<file path="config.mk">
export PLATFORM = sky130hd
export DESIGN_NAME = sa_tile_ctrl
export DESIGN_NICKNAME = d
export VERILOG_FILES = /design/src/rtl/sa_ctrl_pkg.sv /design/src/rtl/sa_beat_counter.sv /design/src/rtl/sa_tile_ctrl.sv
export SDC_FILE = /design/constraint.sdc
export NUM_CORES = 1
export LEC_CHECK = 0
export ABC_AREA = 1
export CELL_PAD_IN_SITES_DETAIL_PLACEMENT = 0
export CELL_PAD_IN_SITES_GLOBAL_PLACEMENT = 1
export CORE_MARGIN = 3
export CORE_UTILIZATION = 40
export CTS_CLUSTER_SIZE = 24
export DETAILED_ROUTE_END_ITERATION = 16
export PLACE_DENSITY = 0.9
export RECOVER_POWER = 25
export SETUP_SLACK_MARGIN = 0.15
export SLEW_MARGIN = 20
export SYNTH_ARGS = -nofsm -noshare
export SYNTH_HDL_FRONTEND = slang
export SYNTH_SLANG_ARGS = --single-unit
export TNS_END_PERCENT = 10
</file>
<file path="constraint.sdc">
create_clock -name i_clk -period 3.7 [get_ports i_clk]
set_input_delay 0.74 -clock i_clk [delete_from_list [all_inputs] [get_ports i_clk]]
set_output_delay 0.74 -clock i_clk [all_outputs]
set_load 0.03 [all_outputs]
</file>
<file path="src/rtl/sa_ctrl_pkg.sv">
// sa_ctrl_pkg: shared state encoding and default geometry for the systolic tile controller
package sa_ctrl_pkg;
    typedef enum logic [2:0] {CLEAR, FILL, FEED, WAIT_C, DRAIN} state_t;
    localparam int DEF_IN_BEATS  = 8;
    localparam int DEF_OUT_BEATS = 4;
    localparam int DEF_TILE_W    = 8;
endpackage

</file>
<file path="src/rtl/sa_beat_counter.sv">
// sa_beat_counter: up-counter with clear priority over enable and terminal-count flag
module sa_beat_counter #(
    parameter int W = 4
) (
    input  logic         i_clk,
    input  logic         i_rst,
    input  logic         clr,
    input  logic         en,
    input  logic [W-1:0] last,
    output logic [W-1:0] cnt,
    output logic         tc
);
    logic [W-1:0] cnt_q, cnt_d;
    always_comb cnt_d = clr ? '0 : en ? cnt_q + 1'b1 : cnt_q;
    always_ff @(posedge i_clk) begin
        if (i_rst) cnt_q <= '0;
        else       cnt_q <= cnt_d;
    end
    assign cnt = cnt_q;
    assign tc  = cnt_q == last;
endmodule

</file>
<file path="src/rtl/sa_tile_ctrl.sv">
// sa_tile_ctrl: fill/feed/wait/drain sequencer for the systolic array; SA_WATCHDOG_EN adds a WAIT_C timeout with sticky o_err
module sa_tile_ctrl
    import sa_ctrl_pkg::*;
#(
    parameter int IN_BEATS    = DEF_IN_BEATS,
    parameter int OUT_BEATS   = DEF_OUT_BEATS,
    parameter int TILE_W      = DEF_TILE_W,
    parameter int TIMEOUT_CYC = 1024
) (
    input  logic                         i_clk,
    input  logic                         i_rst,
    input  logic                         s_axis_valid,
    input  logic                         s_axis_last,
    output logic                         s_axis_ready,
    input  logic                         m_axis_ready,
    output logic                         m_axis_valid,
    output logic                         m_axis_last,
    input  logic                         buff_is_empty,
    input  logic                         buff_is_full,
    output logic                         buff_clr,
    output logic                         buff_wr,
    output logic                         buff_rd,
    output logic                         arr_clr,
    output logic                         arr_en,
    input  logic                         arr_C_valid,
    output logic [$clog2(OUT_BEATS)-1:0] out_sel,
    input  logic [TILE_W-1:0]            cfg_accum_tiles,
    output logic                         o_busy,
    output logic                         o_done,
    output logic                         o_err
);
    localparam int BW = $clog2(IN_BEATS + 1);
    localparam int OW = $clog2(OUT_BEATS);
    state_t state_q, state_d;
    logic [BW-1:0] feed_lim_q, feed_lim_d, bcnt, blast;
    logic [TILE_W-1:0] acc_lim_q, acc_lim_d, tcnt;
    logic [OW-1:0] ocnt;
    logic o_done_q, o_done_d, btc, otc, ttc, wd_trip;
    // one counter serves both FILL and FEED; it restarts on every state change
    assign blast = state_q == FEED ? feed_lim_q - 1'b1 : BW'(IN_BEATS - 1);
    sa_beat_counter #(.W(BW)) u_beat (
        .i_clk(i_clk), .i_rst(i_rst), .clr(state_d != state_q), .en(buff_wr | buff_rd),
        .last(blast), .cnt(bcnt), .tc(btc)
    );
    sa_beat_counter #(.W(OW)) u_out (
        .i_clk(i_clk), .i_rst(i_rst), .clr(state_q == CLEAR), .en(m_axis_valid & m_axis_ready),
        .last(OW'(OUT_BEATS - 1)), .cnt(ocnt), .tc(otc)
    );
    sa_beat_counter #(.W(TILE_W)) u_tile (
        .i_clk(i_clk), .i_rst(i_rst), .clr(state_q == CLEAR), .en(state_q == WAIT_C & arr_C_valid),
        .last(acc_lim_q - 1'b1), .cnt(tcnt), .tc(ttc)
    );
    always_comb begin
        state_d      = state_q;
        feed_lim_d   = feed_lim_q;
        acc_lim_d    = acc_lim_q;
        o_done_d     = 1'b0;
        s_axis_ready = 1'b0;
        buff_wr      = 1'b0;
        buff_rd      = 1'b0;
        arr_en       = 1'b0;
        m_axis_valid = 1'b0;
        m_axis_last  = 1'b0;
        out_sel      = '0;
        buff_clr     = i_rst || state_q == CLEAR;
        arr_clr      = buff_clr;
        o_busy       = !i_rst && !(state_q == FILL && bcnt == '0 && tcnt == '0);
        if (!i_rst) begin
            case (state_q)
                CLEAR: begin
                    acc_lim_d = cfg_accum_tiles == '0 ? TILE_W'(1) : cfg_accum_tiles;
                    state_d   = FILL;
                end
                FILL: begin
                    s_axis_ready = !buff_is_full;
                    buff_wr      = s_axis_valid && !buff_is_full;
                    if (buff_wr && (btc || s_axis_last)) begin
                        feed_lim_d = bcnt + 1'b1;
                        state_d    = FEED;
                    end
                end
                FEED: begin
                    buff_rd = !buff_is_empty;
                    arr_en  = 1'b1;
                    if (buff_rd && btc) state_d = WAIT_C;
                end
                WAIT_C: begin
                    arr_en = 1'b1;
                    if (arr_C_valid) state_d = ttc ? DRAIN : FILL;
                    else if (wd_trip) state_d = CLEAR;
                end
                DRAIN: begin
                    m_axis_valid = 1'b1;
                    m_axis_last  = otc;
                    out_sel      = ocnt;
                    if (m_axis_ready && otc) begin
                        o_done_d = 1'b1;
                        state_d  = CLEAR;
                    end
                end
                default: state_d = CLEAR;
            endcase
        end
    end
    always_ff @(posedge i_clk) begin
        if (i_rst) begin
            state_q    <= CLEAR;
            feed_lim_q <= '0;
            acc_lim_q  <= '0;
            o_done_q   <= 1'b0;
        end else begin
            state_q    <= state_d;
            feed_lim_q <= feed_lim_d;
            acc_lim_q  <= acc_lim_d;
            o_done_q   <= o_done_d;
        end
    end
    assign o_done = o_done_q;
`ifdef SA_WATCHDOG_EN
    localparam int WDW = $clog2(TIMEOUT_CYC);
    logic [WDW-1:0] wd_q, wd_d;
    logic o_err_q, o_err_d;
    always_comb begin
        wd_trip = state_q == WAIT_C && !arr_C_valid && wd_q == WDW'(TIMEOUT_CYC - 1);
        wd_d    = state_q == WAIT_C && !arr_C_valid && !wd_trip ? wd_q + 1'b1 : '0;
        o_err_d = o_err_q | wd_trip;
    end
    always_ff @(posedge i_clk) begin
        if (i_rst) begin
            wd_q    <= '0;
            o_err_q <= 1'b0;
        end else begin
            wd_q    <= wd_d;
            o_err_q <= o_err_d;
        end
    end
    assign o_err = o_err_q;
`else
    assign wd_trip = 1'b0;
    assign o_err   = 1'b0;
`endif
endmodule

</file>
==> results of run 1 <==
## cells by family (layout without fill, tap and decap cells)
kind of cell / Yosys count / count (layout) / synth area share [%]
AND/OR/NAND/NOR: 149 / 149 / 37.2
XOR/XNOR: 10 / 10 / 4.41
flip-flops: 30 / 30 / 30.2
buffers and inverters: 60 / 92 / 11.9
AO/OA/AOI/OAI: 44 / 44 / 11.7
adder cells (fa/ha/maj): 7 / 7 / 4.41
other: 1 / 1 / 0.189
## layout make-up
type	count	area (um2)	share of cell area, %
Clock buffer	7	86.3	3.57
Tap cell	67	83.8	3.47
Timing Repair Buffer	31	293	12.1
Multi-Input combinational cell	211	1150	47.5
Clock inverter	1	5.00	0.207
Sequential cell	30	601	24.9
Inverter	53	199	8.23
## per-stage QoR
stage               total power, mW  util, %  instances  cell area [um2]  hold WS, ps
floorplan                     0.485        -        301             1990          445
global placement              0.538     49.1        392             2330          462
detailed placement            0.541     49.1        392             2330          470
CTS                           0.818     51.0        400             2420          479
global route                  0.858     50.8        400             2420          495
finish                        0.807     50.8        400             2420          473
## worst min-delay path, stage by stage (launching register included)
cell and delay [ps]:
dfxtp_1 310, inv_1 60, a21oi_1 50
## report_power, final
| group | internal [mW] | leakage, nW | total (mW) | switching [mW] |
|---|---|---|---|---|
| clock | 0.150 | 0.0482 | 0.275 | 0.125 |
| sequential | 0.336 | 0.244 | 0.354 | 0.0175 |
| combinational | 0.0706 | 0.762 | 0.177 | 0.107 |
## placed cells by master (no fill, tap or decap), types with 2 or more instances in the layout
cell type / count
xor2_1: 9
ha_1: 7
a21oi_1: 21
clkinv_1: 2
nor3_1: 4
nand2_4: 2
buf_4: 2
nand3_1: 15
clkdlybuf4s50_1: 26
nand4_1: 9
nor2_1: 33
nor2_4: 2
clkbuf_8: 6
nand2_1: 60
clkbuf_1: 3
o21ai_0: 19
inv_1: 44
nand2_2: 6
dfxtp_1: 30
inv_2: 7
nor2_2: 8
nor4_1: 3
## final timing paths
path | endpoint | from | slack, ps | cells past startpoint
worst min register to register | u_out.cnt[1]$_SDFFE_PP0P_ | u_out.cnt[1]$_SDFFE_PP0P_ | 470 | 2
worst max-delay path | buff_clr | i_rst | 330 | 5
worst min-delay path | u_out.cnt[1]$_SDFFE_PP0P_ | u_out.cnt[1]$_SDFFE_PP0P_ | 470 | 2
worst max register to register | u_beat.cnt[3]$_SDFFE_PP0P_ | acc_lim_q[0]$_SDFFE_PP0P_ | 1590 | 17
## metal layers
| layer | GRT usage (%) | routed length, um | vias to the layer above | part of all wire [%] |
|---|---|---|---|---|
| li1 | - | - | 1010 | - |
| met1 | 20.9 | 2150 | 858 | 47 |
| met2 | 27.4 | 2180 | 31 | 48 |
| met3 | 3.78 | 174 | 5 | 3.8 |
| met4 | 6.52 | 52 | 0 | 1.1 |
| met5 | 0 | 0 | - | 0 |
## registers in the layout, summed over array words and instances (netlist names)
signal	cells
acc_lim_q	8
u_tile.cnt	8
feed_lim_q	4
u_beat.cnt	4
state_q	3
u_out.cnt	2
o_done	1
==> impl_metrics.tcl, run 1 <==
set metrics [dict create \
    drv_cap 0 \
    finalWeightedCongestion 0.834 \
    cp_top_family "buffers and inverters" \
    antenna_found_initial 0 \
    syn_area_mm2 0.00199 \
    vias_per_cell 4.76 \
    grt_max_degree 14 \
    ir_worst_vdd_mv 0.180 \
    worstPathMaxFanout 7 \
    ys_top_cells_by_count "nand2_1 (60), inv_1 (44), nor2_1 (33)" \
    cp_num_buf_inv 4 \
    synth-main-ff-cell "dfxtp_1" \
    syn-num-nets 324 \
    max_stage_delay_ps 700 \
    grt_pass1_vias 1734 \
    holdCritPathClass "flop to flop" \
    crit_required_ps 2960 \
    grt_usage_pct 16.6 \
    clkTransAtPathRegs_ps 60 \
    avgSynthCellArea_um2 6.60 \
    grt_pass1_wl_mm 7.90 \
    die-area_mm2 0.00585 \
    fin_crit_ps 3370 \
    cts-buffers-inserted 5 \
    dr.first_iter.drc_count 75 \
    grt_overflow 0 \
    cp-end-kind "output pin" \
    outcome "finished, final reports clean" \
    syn_inst 301 \
    boundaryPins 29 \
    fin_setup_tns_ps 0 \
    crit_slowest_cell "clkdlybuf4s50_1" \
    worstPathCellList "dlygate4sd3_1 -> clkbuf_1 -> nor2_1 -> inv_1 -> clkdlybuf4s50_1" \
    hold_violations 0 \
    yosysWarningCount 0 \
    fillers 524 \
    drv_slew 0 \
    synthToLayoutAreaGrowth_pct 21.7 \
    netlist_top_cells_area "dfxtp_1 (30%), nand2_1 (11%), inv_1 (8.3%)" \
    tritoncts "done" \
    rows 25 \
    first_pass_iters 4 \
    cp.arrival_ps 2630 \
    cts_resized 0 \
    routed_wirelength_mm 4.56 \
    port_buffers 27 \
    cts_setup_buffers 0 \
    clockBufferDepth 2 \
    finalClockSkew_ps 7.14 \
    clk_latency_ps 280 \
    clock-root-buffer "clkbuf_8" \
    synth_top_area_cell "dfxtp_1" \
    power_density_mw_per_mm2 334 \
    vias 1904 \
    layout-drive-gt1-share_pct 11.4 \
    max_freq_ghz 0.297 \
    coreArea_mm2 0.00475 \
    synth-seq-cells 30 \
    yosysMostFrequentCell "nand2_1" \
    dp_hpwl_mm 3.63 \
    start_util_pct 41.8 \
    cp-start-kind "input port" \
    synth-edff-count 0 \
    setup_viol 0 \
    layout.nets 355 \
    die_x_um 76.5 \
    fin_ws_ps 328 \
    drt.antenna.violating_nets 0 \
    wire_per_inst_um 11.4 \
    yosysUniqueCellTypes 34 \
    drc_errors 0 \
    hold_buffers 0 \
    diodes 0 \
    htree_levels 2 \
    ys_seq_area_share_pct 30.2 \
    die_h_um 76.5 \
    synthArstFlopShare_pct 0 \
    dp_slack_ps 444 \
    synth_top_area_share_pct 30.2 \
    fin_crit_sh_pct 91.1 \
    crit_type "input port to output pin" \
    leakage_nw 1.06 \
    cts.sinks 30 \
    rsz0062_at_grt "false" \
]
(Power assumes the default switching activity.)
==> run 2: changes to the inputs <==
ABC_AREA = not set   (was 1)
CORE_ASPECT_RATIO = 2   (was not set)
PLACE_DENSITY = 0.87   (was 0.9)
==> run 2 against run 1 <==
  * Die area fell by 3.5%
  * Register-to-register slack worse by 350 ps
  * Area after synthesis shrank 4.7%
  * Combinational power decreased by 31%
  * Flip-flop and latch count unchanged
  * Largest cell class unchanged
==> impl_metrics.tcl, run 2 <==
set metrics [dict create \
    outcome "finished, final reports clean" \
    hold_ws_ps 475 \
    grt_pass1_vias 1642 \
    synth-edff-count 0 \
    fin_crit_sh_pct 90.5 \
    syn_inst 238 \
    synthToLayoutAreaGrowth_pct 21.0 \
    syn_area_mm2 0.00189 \
    cp-start-kind "input port" \
    holdCritPathClass "flop to flop" \
    cts-buffers-inserted 5 \
    syn-num-nets 261 \
    synth_top_area_cell "dfxtp_1" \
    worstPathMaxFanout 7 \
    netlist_top_cells_area "dfxtp_1 (32%), xnor2_1 (6.5%), nor2_1 (6.2%)" \
    clk_latency_ps 270 \
    clkTransAtPathRegs_ps 70 \
    drc_errors 0 \
    rows 34 \
    drv_slew 0 \
    yosysUniqueCellTypes 50 \
    max_slew_margin_pct 46.4 \
    most-common-layout-cells "nor2_1 (31), dfxtp_1 (30), nand2_1 (23), clkdlybuf4s50_1 (21), xnor2_1 (14)" \
    power.total_uw 734 \
    yosysWarningCount 0 \
    pwr-share-comb_pct 16.6 \
    synth-main-ff-cell "dfxtp_1" \
    power_density_mw_per_mm2 321 \
    die_h_um 103 \
    cp-end-kind "output pin" \
    use_met3_pct 2.87 \
    antenna_found_initial 0 \
    ys_seq_area_share_pct 31.7 \
    whs_path_depth 2 \
    cp.arrival_ps 2610 \
    cts_setup_buffers 0 \
    cp_num_buf_inv 2 \
    setup_viol 0 \
    power_switching_share_pct 26.8 \
    wire_per_inst_um 13.9 \
    vias 1699 \
    yosysMostFrequentCell "nor2_1" \
    worstRegToRegCells 7 \
    synth_top_area_share_pct 31.7 \
    clockBufferDepth 2 \
    start_util_pct 42.4 \
    first_pass_iters 4 \
    synth-seq-cells 30 \
    finalClockSkew_ps 4.29 \
    synthArstFlopShare_pct 0 \
    rsz0062_at_grt "false" \
    leakage_nw 0.865 \
    worstPathCellList "dlygate4sd3_1 -> or2_1 -> nor3_1 -> clkdlybuf4s50_1" \
    drt.antenna.violating_nets 0 \
    fillers 465 \
    vias_per_cell 5.33 \
    coreArea_mm2 0.00447 \
    boundaryPins 29 \
    cts.sinks 30 \
    power_frac_clock_pct 36.9 \
    p_int_uw 537 \
    dp_hpwl_mm 3.54 \
    max_stage_delay_ps 700 \
    globalRouteMet1Util_pct 16.4 \
    drv_cap 0 \
    cp_top_family "buffers and inverters" \
    tritoncts "done" \
    gr-max-usage-layer "met2" \
    crit_type "input port to output pin" \
    port_buffers 27 \
    routed_wirelength_mm 4.43 \
    hold_buffers 0 \
    grt_usage_pct 17.0 \
    htree_levels 2 \
    clock-root-buffer "clkbuf_8" \
    layout.nets 287 \
    finalWeightedCongestion 0.814 \
    stdcell_count 319 \
    design_area_mm2 0.00229 \
    max_freq_ghz 0.299 \
    layout_commonest_cell "nor2_1" \
    switching_power_uw 197 \
    grt_pass1_wl_mm 7.08 \
    grt_max_degree 15 \
    ir_worst_vdd_mv 0.279 \
    postPlaceCellArea_mm2 0.00220 \
    grt_overflow 0 \
    power_frac_seq_pct 46.4 \
    grt_use_met2_pct 32.9 \
    fin_setup_tns_ps 0 \
    avgSynthCellArea_um2 7.95 \
    path_depth 4 \
    hold_violations 0 \
    die-area_mm2 0.00564 \
    ys_top_cells_by_count "nor2_1 (31), dfxtp_1 (30), nand2_1 (23)" \
    cts_resized 0 \
    fin_crit_ps 3350 \
    dr.first_iter.drc_count 31 \
    layout-drive-gt1-share_pct 7.92 \
    crit_slowest_cell "clkdlybuf4s50_1" \
    crit_required_ps 2960 \
    tightest_slew_ps 798 \
    diodes 0 \
    die_x_um 54.6 \
    post-place-cells 311 \
]
==> run 2: cell types whose count changed after synthesis, moves of 10 or more <==
cell / delta
nand3_1: -10
a21oi_1: -10
nand2_1: -37
inv_1: -35
o21ai_0: -16
clkbuf_1: +10
xnor2_1: +13
==> run 2: routing by layer <==
layer  up-vias  wire length (um)
met1       800              1690
li1        878                 -
met4         0                75
met2        16              2580
met5         -                 0
met3         5                87
==> run 2: path summary, 6_finish.rpt <==
check | end | start | slack [ps]
worst min register to register | acc_lim_q[7]$_SDFFE_PP0P_ | acc_lim_q[7]$_SDFFE_PP0P_ | 480
worst min-delay path | acc_lim_q[7]$_SDFFE_PP0P_ | acc_lim_q[7]$_SDFFE_PP0P_ | 480
worst max register to register | state_q[0]$_SDFF_PP0_ | state_q[0]$_SDFF_PP0_ | 1240
worst max-delay path | s_axis_ready | i_rst | 350
==> run 2: cell families (layout without fill, tap and decap cells) <==
group,after synthesis,in the layout,share of synthesized area (%)
AO/OA/AOI/OAI,38,38,15.2
XOR/XNOR,26,26,12.0
adder cells (fa/ha/maj),7,7,4.63
buffers and inverters,25,52,5.36
flip-flops,30,30,31.7
multiplexers,4,4,2.12
other,1,1,0.198
AND/OR/NAND/NOR,107,107,28.7
==> run 2: metrics by stage <==
step / setup WS, ps / utilization [%]
floorplan: 175 / -
global placement: 417 / 49.4
detailed placement: 408 / 49.4
CTS: 399 / 51.4
global route: 249 / 51.2
finish: 353 / 51.2
==> run 2: power groups by stage <==
| stage | registers (mW) | logic [mW] | clock network, mW |
|---|---|---|---|
| floorplan | 0.345 | 0.0827 | 0 |
| detailed placement | 0.348 | 0.124 | 0 |
| CTS | 0.341 | 0.125 | 0.277 |
| finish | 0.341 | 0.122 | 0.271 |
| global placement | 0.348 | 0.123 | 0 |
| global route | 0.341 | 0.135 | 0.292 |
==> run 2: cell type report <==
type	count	area, um2	area share, %
flip-flops and latches	30	601	26.2
clock inverters	1	5.00	0.219
repair buffers	33	298	13.0
well taps	54	67.6	2.95
clock buffers	7	86.3	3.77
multi-input cells	183	1190	52.0
inverters	11	41.3	1.80
==> run 2: worst register-to-register path: cells and delay by family, from the launching register on <==
family                 cells  cell delay [ps]
AO/OA/AOI/OAI              4              920
flip-flops                 1              300
AND/OR/NAND/NOR            2              850
buffers and inverters      1              250
==> run 3: changes to the inputs <==
CORE_MARGIN = 5   (was 3)
==> run 3 against run 2 <==
  * Clock skew down 2.0 ps
  * Flip-flop and latch count unchanged
  * Fmax down 0.66%
  * Setup slack worse by 22 ps
  * Power down 0.54%
  * Via count down 0.53%
  * Clock-buffer cell count unchanged
  * Utilization down 1.6 points
  * Design area down 0.27%
  * First-iteration DRC count up 3.2%
  * Largest cell class unchanged
==> impl_metrics.tcl, run 3 (synthesis gave the netlist of run 2 again) <==
set metrics [dict create \
    finalWeightedCongestion 0.798 \
    grt_max_degree 15 \
    multi_input_area_mm2 0.00119 \
    synthToLayoutAreaGrowth_pct 20.6 \
    diodes 0 \
    hold_violations 0 \
    wire_per_inst_um 13.7 \
    layout_commonest_cell "nor2_1" \
    cts_setup_buffers 0 \
    drv_slew 0 \
    clk_latency_ps 280 \
    fillers 466 \
    dr.first_iter.drc_count 32 \
    die_x_um 58.6 \
    routed_wirelength_mm 4.37 \
    hold_buffers 0 \
    rsz0062_at_grt "false" \
    layout.nets 286 \
    vias 1690 \
    die_h_um 107 \
    finalClockSkew_ps 2.26 \
    power_density_mw_per_mm2 320 \
    fin_setup_tns_ps 0 \
    cts.sinks 30 \
    layout-drive-gt1-share_pct 7.58 \
    tritoncts "done" \
    cts_resized 0 \
    clock-root-buffer "clkbuf_8" \
    cp-end-kind "output pin" \
    boundaryPins 29 \
    worstPathMaxFanout 8 \
    start_util_pct 41.1 \
    clockBufferDepth 2 \
    cp-start-kind "input port" \
    leakage_nw 0.860 \
    antenna_found_initial 0 \
    stdcell_count 319 \
    setup_viol 0 \
    crit_required_ps 2960 \
    cts-buffers-inserted 5 \
    die-area_mm2 0.00629 \
    rows 35 \
    port_buffers 27 \
    max_slew_margin_pct 43.5 \
    postPlaceCellArea_mm2 0.00220 \
    max_freq_ghz 0.297 \
    grt_pass1_vias 1717 \
    coreArea_mm2 0.00460 \
    crit_type "input port to output pin" \
    tightest_slew_ps 841 \
    grt_usage_pct 15.3 \
    grt_pass1_wl_mm 7.42 \
    first_pass_iters 4 \
    fin_crit_sh_pct 91.1 \
    fin_crit_ps 3370 \
    outcome "finished, final reports clean" \
    seq_area_um2 601 \
    post-place-cells 311 \
    fin_ws_ps 330 \
    power.total_uw 730 \
    vias_per_cell 5.30 \
    drc_errors 0 \
    design_area_mm2 0.00228 \
    grt_overflow 0 \
    most-common-layout-cells "nor2_1 (31), dfxtp_1 (30), nand2_1 (23), clkdlybuf4s50_1 (21), xnor2_1 (14)" \
    holdCritPathClass "flop to flop" \
    htree_levels 2 \
    ir_worst_vdd_mv 0.362 \
    drv_cap 0 \
    clkTransAtPathRegs_ps 60 \
    dp_slack_ps 385 \
    drt.antenna.violating_nets 0 \
    cp.arrival_ps 2630 \
    dp_hpwl_mm 3.48 \
]
[run 3: cell count changes in the layout (fill, tap and decap cells not counted), sizes merged]
cell	previous run	this run
buf	8	7
[run 3: metal layers]
layer / share of wire, % / vias to the layer above / track usage, %
met2: 57 / 32 / 28.6
met3: 2.9 / 7 / 3.72
met5: 0 / - / 0
met4: 2.6 / 0 / 7.29
li1: - / 877 / -
met1: 37 / 774 / 15.0
[run 3: final cells by class]
class	instances	area share, %
multi-input cells	183	52.1
clock buffers	7	3.78
flip-flops and latches	30	26.3
well taps	55	3.02
clock inverters	1	0.219
inverters	11	1.81
repair buffers	32	12.7
[run 3: final timing paths]
path	startpoint	end	slack, ps	cells after the start
max reg2reg	state_q[0]$_SDFF_PP0_	state_q[0]$_SDFF_PP0_	1330	7
max	i_rst	buff_wr	330	4
min	acc_lim_q[7]$_SDFFE_PP0P_	acc_lim_q[7]$_SDFFE_PP0P_	480	2
min reg2reg	acc_lim_q[7]$_SDFFE_PP0P_	acc_lim_q[7]$_SDFFE_PP0P_	480	2
[run 3: critical path, cell delays in order]
cell             delay (ps)
dlygate4sd3_1           670
or2_1                   360
nor3_1                  160
clkdlybuf4s50_1         690
[run 3: metrics by stage]
step           utilization (%)  hold WS, ps
2_1_floorplan                -          446
3_3_place_gp              47.8          468
3_5_place_dp              47.8          475
4_1_cts                   49.8          484
5_1_grt                   49.6          496
6_report                  49.6          480
[run 3: report_power, final]
part / internal (mW) / switching (mW)
Clock: 0.150 / 0.119
Sequential: 0.331 / 0.00904
Combinational: 0.0552 / 0.0661
